### config.mk
export PLATFORM = sky130hd
export DESIGN_NAME = seg_scan_driver
export DESIGN_NICKNAME = d
export VERILOG_FILES = /design/src/rtl/seg_pkg.sv /design/src/rtl/scan_prescaler.sv /design/src/rtl/seg_scan_driver.sv
export SDC_FILE = /design/constraint.sdc
export NUM_CORES = 1
export LEC_CHECK = 0
export CAP_MARGIN = 20
export CORE_MARGIN = 3
export CORE_UTILIZATION = 46
export CTS_BUF_LIST = sky130_fd_sc_hd__clkbuf_8 sky130_fd_sc_hd__clkbuf_16
export DETAILED_ROUTE_END_ITERATION = 10
export PLACE_DENSITY = 0.76
export SETUP_SLACK_MARGIN = 0.4
export SYNTH_ARGS = -nofsm -noshare
export SYNTH_HDL_FRONTEND = slang
export SYNTH_HIERARCHICAL = 1
export SYNTH_SLANG_ARGS = --single-unit
### constraint.sdc
create_clock -name clk -period 2 [get_ports clk]
set_input_delay 0.6 -clock clk [delete_from_list [all_inputs] [get_ports clk]]
set_output_delay 0.6 -clock clk [all_outputs]
set_load 0.01 [all_outputs]
### src/rtl/seg_pkg.sv
// seg_pkg: shared constants, digit-index type and anode decode for the seven-segment scan driver
package seg_pkg;
  localparam int NUM_DIGITS = 4;
  localparam logic [7:0] SEG_BLANK = 8'hFF;
  localparam int GUARD_DEFAULT = 2;
  typedef logic [1:0] digit_idx_t;
  function automatic logic [NUM_DIGITS-1:0] anode_sel(input digit_idx_t idx);
    return ~(NUM_DIGITS'(1) << idx);
  endfunction
endpackage

### src/rtl/scan_prescaler.sv
// scan_prescaler: free-running slot counter 0..SCAN_DIV-1 with a tick on the last count
module scan_prescaler #(
  parameter int SCAN_DIV = 12500
) (
  input  logic        clk,
  input  logic        clear,
  output logic [15:0] cnt,
  output logic        tick
);
  logic [15:0] cnt_q, cnt_d;
  assign tick = cnt_q == 16'(SCAN_DIV - 1);
  assign cnt = cnt_q;
  // next count wraps to zero on the tick
  always_comb cnt_d = tick ? 16'd0 : cnt_q + 16'd1;
  // counter register, cleared asynchronously
  always_ff @(posedge clk or negedge clear)
    if (!clear) cnt_q <= 16'd0;
    else cnt_q <= cnt_d;
endmodule

### src/rtl/seg_scan_driver.sv
// seg_scan_driver: 4-digit multiplexed 7-seg scanner with frame-synchronous shadow load; optional PWM dimming via SEG_DIM_EN
module seg_scan_driver
  import seg_pkg::*;
#(
  parameter int SCAN_DIV = 12500,
  parameter int GUARD    = GUARD_DEFAULT
) (
  input  logic       clk,
  input  logic       clear,
  input  logic [7:0] led0,
  input  logic [7:0] led1,
  input  logic [7:0] led2,
  input  logic [7:0] led3,
  input  logic       update_req,
  input  logic [3:0] blank_mask,
`ifdef SEG_DIM_EN
  input  logic [2:0] bright,
`endif
  output logic [7:0] seg_n,
  output logic [3:0] an_n,
  output logic       frame_done
);
  logic [15:0] cnt;
  logic tick, wrap, capture, lit, duty_ok;
  digit_idx_t idx_q, idx_d;
  logic pending_q, pending_d, loaded_q, loaded_d, frame_done_q, frame_done_d;
  logic [NUM_DIGITS-1:0][7:0] shadow_q, shadow_d;
  logic [7:0] seg_n_q, seg_n_d;
  logic [3:0] an_n_q, an_n_d;

  scan_prescaler #(.SCAN_DIV(SCAN_DIV)) u_prescaler (
    .clk  (clk),
    .clear(clear),
    .cnt  (cnt),
    .tick (tick)
  );

`ifdef SEG_DIM_EN
  logic [2:0] bright_q, bright_d;
  logic [31:0] lit_end;
  // brightness is latched per slot; the lit window ends at GUARD + (bright+1)/8 of the post-guard time
  always_comb begin
    bright_d = tick ? bright : bright_q;
    lit_end = 32'(GUARD) + (((32'(bright_q) + 32'd1) * 32'(SCAN_DIV - GUARD)) >> 3);
  end
  // brightness register, full duty after reset
  always_ff @(posedge clk or negedge clear)
    if (!clear) bright_q <= 3'd7;
    else bright_q <= bright_d;
  assign duty_ok = {16'd0, cnt} < lit_end;
`else
  assign duty_ok = 1'b1;
`endif

  // next-state: digit advance, deferred shadow load at frame wrap, and output decode
  always_comb begin
    wrap = tick && idx_q == digit_idx_t'(NUM_DIGITS - 1);
    capture = wrap && (pending_q || update_req);
    idx_d = tick ? idx_q + 2'd1 : idx_q;
    pending_d = !wrap && (pending_q || update_req);
    loaded_d = loaded_q || capture;
    shadow_d = capture ? {led3, led2, led1, led0} : shadow_q;
    frame_done_d = wrap;
    lit = loaded_q && cnt >= 16'(GUARD) && !blank_mask[idx_q] && duty_ok;
    an_n_d = lit ? anode_sel(idx_q) : 4'hF;
    seg_n_d = lit ? shadow_q[idx_q] : SEG_BLANK;
  end

  // state and output registers; clear blanks the display immediately and drops any pending load
  always_ff @(posedge clk or negedge clear)
    if (!clear) begin
      idx_q <= '0;
      pending_q <= 1'b0;
      loaded_q <= 1'b0;
      shadow_q <= {NUM_DIGITS{SEG_BLANK}};
      frame_done_q <= 1'b0;
      an_n_q <= 4'hF;
      seg_n_q <= SEG_BLANK;
    end else begin
      idx_q <= idx_d;
      pending_q <= pending_d;
      loaded_q <= loaded_d;
      shadow_q <= shadow_d;
      frame_done_q <= frame_done_d;
      an_n_q <= an_n_d;
      seg_n_q <= seg_n_d;
    end

  assign seg_n = seg_n_q;
  assign an_n = an_n_q;
  assign frame_done = frame_done_q;
endmodule

# Yosys cells after proc, flatten, opt, wreduce, memory -nomap -nowiden
# Cells that the tools add are included.
dict set report totals {
  ff_bits 65
  in_bits 39
  output_inout_bits 13
  word_cells 35
}
dict set report op_classes {
  add_sub_neg 2
  order_cmp 2
  n_eq_ne 2
  shifts 1
  mux 7
  n_bitwise 1
  n_reduce_logical 9
}
# operator count
set op_table {}
lappend op_table {{$add 16x1->16 const B} 1}
lappend op_table {{$bmux 8 s2} 1}
lappend op_table {{$eq 16x14->1 const B} 1}
lappend op_table {{$ge 16x2->1 const B} 1}
lappend op_table {{$mux 16} 1}
lappend op_table {{$mux 8} 2}
lappend op_table {{$logic_and 1x1->1} 5}
lappend op_table {{$mux 4} 1}
lappend op_table {{$not 4->4} 1}
lappend op_table {{$shl 1x2->4 const A} 1}
lappend op_table {{$lt 2x3->1 const B} 1}
lappend op_table {{$add 2x1->2 const B} 1}
lappend op_table {{$bmux 1 s2} 1}
lappend op_table {{$eq 2x2->1 const B} 1}
lappend op_table {{$logic_not 1->1} 2}
lappend op_table {{$logic_or 1x1->1} 2}
lappend op_table {{$mux 1} 1}

# Depth between registers and ports, before layout
dict set report logic_depth {
  word_depth 5
  depth_mapped 8
}

# Hierarchy
# Netlist, hierarchy kept.
# mod n_inst cells_each area_each_um2 seq_area_each_um2
set modules_own_cells {}
lappend modules_own_cells {seg_scan_driver 1 137 2239.6 1281.2}
lappend modules_own_cells {scan_prescaler 1 67 754.5 400.4}

# Least setup slack after synthesis
# Ideal clock, no wire load.
dict set report synth_timing {
  path_type {register to register}
  start {reg u_prescaler.cnt_q[0], in the netlist u_prescaler/cnt[0]}
  end {reg shadow_q[0] in the netlist's numbering}
  arrival_time_ps 1888
  required_ps 1918
  slack_ps 29
  stages_incl_launch_ff 9
  path_buffers 2
  path_cell_list {dfrtp_1 ha_1 nand4_1 and4b_1 buf_4 and2_4 o21ai_4 buf_6 mux2_4}
}
dict set report synth_via {
  elab_chain_cells 3
}
# element line
set synth_rtl {}
lappend synth_rtl {{from (decl)} scan_prescaler.sv:10} ;# logic [15:0] cnt_q, cnt_d;
lappend synth_rtl {{from (signal assigned)} scan_prescaler.sv:18} ;# else cnt_q <= cnt_d;
lappend synth_rtl {{$eq 16x14->1} scan_prescaler.sv:11} ;# assign tick = cnt_q == 16'(SCAN_DIV - 1);
lappend synth_rtl {{net tick} seg_scan_driver.sv:24} ;# logic tick, wrap, capture, lit, duty_ok;
lappend synth_rtl {{$logic_and 1x1->1} seg_scan_driver.sv:57} ;# wrap = tick && idx_q == digit_idx_t'(NUM_DIGITS - 1);
lappend synth_rtl {{net frame_done_d} seg_scan_driver.sv:26} ;# logic pending_q, pending_d, loaded_q, loaded_d, frame_done_q, frame_done_d;
lappend synth_rtl {{$logic_and 1x1->1} seg_scan_driver.sv:58} ;# capture = wrap && (pending_q || update_req);
lappend synth_rtl {{to (signal assigned)} seg_scan_driver.sv:75} ;# shadow_q <= {NUM_DIGITS{SEG_BLANK}};
lappend synth_rtl {{to (signal assigned)} seg_scan_driver.sv:83} ;# shadow_q <= shadow_d;
lappend synth_rtl {{to (decl)} seg_scan_driver.sv:27} ;# logic [NUM_DIGITS-1:0][7:0] shadow_q, shadow_d;
# The timed path passes the listed nets, and every way through them passes these cells.
# A chain may end at the register's enable or synchronous reset.

# Final worst setup path
dict set report layout_timing {
  start {reg u_prescaler.cnt_q[15], in the netlist u_prescaler/cnt[15]}
  end {reg shadow_q[21] in the netlist's numbering}
}
# Same word-level chain as after synthesis.

==> impl_results.md <==
* Final WL at between 6 and 7 mm
* Final cycle utilization of the critical path at a little over nine tenths
* Total power per unit cell area at a little over 700 nW/um2
* Internal reg-to-reg setup slack at around 0.095 ns
* Filler cells at 426
* Starting DRT DRC Count at about 120
* Post-DR wirelength/cell at ~19 um
* Synth Instances at 204
* Clk slew on worst S/H paths at approximately 0.070 ns
* Synth Area in Adders at ~2.1%
* Critical Path Sink: shadow_q[21]$_DFFE_PN1P_
* Post-synthesis sequential area ratio at 56.2%
* DRC Markers at 0
* Reg2reg end: shadow_q[21]$_DFFE_PN1P_
* Slew Limit Fails at 0
* CTS tree: yes
* Final net count at between 300 and 400
* Syn. warnings at 6
* EDFF count, synth at 0
* # diodes at 0
* Pre-CTS setup slack at -0.0291 ns
* Compound-Gate Fraction of Synth Area at 1.17%
* Initial Util at between 40% and 50%
* Distinct cells, synth at 35
* Top Usage Layer GRT: met2
* GR Util met2 at a little under a third
* Share of cells above drive strength 1 at between 50 and 60%
* Gp weighted congestion at between 0.8 and 0.9
* Antenna violations before repair at 0
* Crit path DAT at approximately 2.2 ns
* First drt pass iteration count at 4
* Core Rows at 28
* Clock Sinks at 65
* Final Skew at around 0.017 ns
* Simple-gate portion of the synthesized area at between 10% and 20%
* Area Overhead vs Synth at 42.0%
* LEAKAGE at around 1.9 nW
* Wire length of the first global-routing pass at 10.7 mm
* Grt met1 use at roughly 25%
* Xor/xnor share of the synthesized area at around 3.8%
* Min Tclk post-route at 1.91 ns
* Fmax at 525 MHz
* H-Tree Level Count at 3
* ANT nets after route at 0
* Met3 Use GR at 3.42%
* Top-area cell type share of the netlist area at 38.6%
* Data required, critical path at 2.27 ns
* Die height at roughly 87 um
* IO Pins at between 50 and 60
* Syn Nets at ~250
* R2R Path Start: u_prescaler/cnt[15]$_DFF_PN0_
* Rel. slew slack at 75.4%
* Post-route setup slack at between 0.09 and 0.1 ns
* Crit path from: u_prescaler/cnt[15]$_DFF_PN0_
* Hold Crit Class: input pin to async pin
* Routed vias at 1973
* Tightest Pin Transition at ~0.37 ns
* Number of hold buffers added after cts at 0
* DIE WIDTH at between 80 and 90 um
* Total die area at around 7500 um2
* GRT Total Usage at 19.2%
* Total CTS buffers at 9
* Setup crit end kind: register
* Crit Path Max Fanout at 6
* Worst setup SP type: register
* TNS Setup at 0 ns
* Mux contribution to synthesized area at a little under a quarter
* Via/cell ratio at about 5.3
* Largest family of logic cells by synthesized area: multiplexers
* GR Overflow Total at 0
* Final Setup Violations at 0
* Port bufs at 51
* Final hold viol count at 0
* Max VDD drop at around 0.00040 V
* CTS max path bufs at 2
* Final HPWL from detailed placement at 3.97 mm
* Worst r2r path cells at 6
* Primary FF master, synth: dfstp_2
* Largest net degree at the start of global routing at 66
* Post-synth ARST share at 100%
* Critical path type: register to register
* Max-Cap Viols at 0
* Root Buffer: clkbuf_8
* Worst-skew pair later-pin latency at approximately 0.35 ns
* Status: complete, no violations
* Mean Syn Cell Area at 14.7 um2
* Core area at just over 6000 um2
* Vias in the first global route at between 2000 and 2500
* Synth area leaders: dfstp_2 (39%), dfrtp_1 (18%), mux2_4 (15%)
* Number of synthesized register bits at between 60 and 70
* Mapped cell area at around 3000 um2
* Synth area leader: dfstp_2
* RSZ-0062 raised after global routing: true
layout by cell type (no fill, tap or decap), types with 3 or more instances in the layout:
cell type         n
inv_1             3
buf_2             4
clkbuf_8          9
nand3_1          11
nand2_1          11
mux4_2           10
clkdlybuf4s50_1  35
dfstp_2          44
dfrtp_1          20
ha_1              4
nand4_1           3
bufinv_16         4
xnor2_1           8
nor4_1            3
nor2_1           14
buf_4            16
mux2_4           32
buf_6            19
clkbuf_16         4
xor2_1            5
cells in the mapped netlist (2+ instances only):
cell and count:
nand3_1 11, mux4_2 9, inv_1 4, and4_1 2, and2_1 2, nand4_1 3
nor3_1 2, buf_2 2, buf_6 4, ha_1 5, nor2_1 17, mux2_2 3
nor4_1 4, dfrtp_1 21, and3_1 2, xor2_1 5, mux2_4 29, nand2_1 12
xnor2_1 8, dfstp_2 44
state kept, by name (all words and copies together), names as in the netlist:
signal	cells
frame_done	1
seg_n	8
loaded_q	1
an_n	4
pending_q	1
idx_q	2
u_prescaler/cnt	16
shadow_q	32
critical path: stages, from the launching register on:
cell	delay, ns
dfrtp_1	0.41
nor4_2	0.34
and4b_1	0.28
and2_4	0.19
o21ai_4	0.12
clkbuf_16	0.19
mux2_4	0.30
kinds of logic (layout without fill, tap and decap cells):
kind of cell | Yosys count | after routing
compound gates | 4 | 4
xor+xnor | 13 | 13
fa+ha+maj | 5 | 5
buf+inv | 11 | 103
flops | 65 | 65
mux | 42 | 43
simple gates | 64 | 64
repair_timing:
action | in CTS | in global routing
buffers inserted | 11 | 6
endpoints found under the hold margin | 0 | 0
pin swaps | 3 | 5
setup endpoints to repair | 57 | 55
resized for setup | 65 | 25
cloned | 3 | 2
area by class of cell:
| cell class | instances | area, um2 | area share [%] |
|---|---|---|---|
| clock buffers | 10 | 149 | 3.50 |
| well taps | 75 | 93.8 | 2.21 |
| multi-input cells | 129 | 1310 | 30.7 |
| clock inverters | 6 | 135 | 3.18 |
| inverters | 4 | 15.0 | 0.353 |
| flip-flops and latches | 65 | 1680 | 39.6 |
| repair buffers | 83 | 870 | 20.4 |
worst min path at each step:
stage	startpoint	endpoint	slack, ns	depth (start not counted)
floorplan	clear	frame_done$_DFF_PN0_	0.30	0
global placement	loaded_q$_DFF_PN0_	loaded_q$_DFF_PN0_	0.45	2
CTS	clear	pending_q$_DFF_PN0_	0.25	2
global route	clear	pending_q$_DFF_PN0_	0.30	2
detailed placement	loaded_q$_DFF_PN0_	loaded_q$_DFF_PN0_	0.46	2
finish	clear	u_prescaler/cnt[3]$_DFF_PN0_	0.28	2
metal layers:
metal | vias up | share of wire (%)
met2 | 65 | 50
met1 | 992 | 43
met3 | 16 | 4.3
met4 | 0 | 2.7
li1 | 900 | -
met5 | - | 0
per-stage QoR:
step                      util (%)  instances  hold WS [ns]  total power, mW  instance area [um2]
after detailed placement      59.7        334         0.455             1.51                 3640
after CTS                     67.3        364         0.251             3.07                 4100
after global placement        59.7        334         0.446             1.50                 3640
final                         69.8        372         0.276             3.04                 4250
after floorplan                  -        204         0.304             1.38                 3000
after global routing          69.8        372         0.296             3.15                 4250
where the power goes:
part / switching, mW / total (mW) / internal (mW)
registers: 0.00478 / 1.34 / 1.33
clock network: 0.520 / 1.55 / 1.03
logic: 0.0593 / 0.151 / 0.0917
total: 0.584 / 3.04 / 2.46
(Power assumes the default switching activity.)
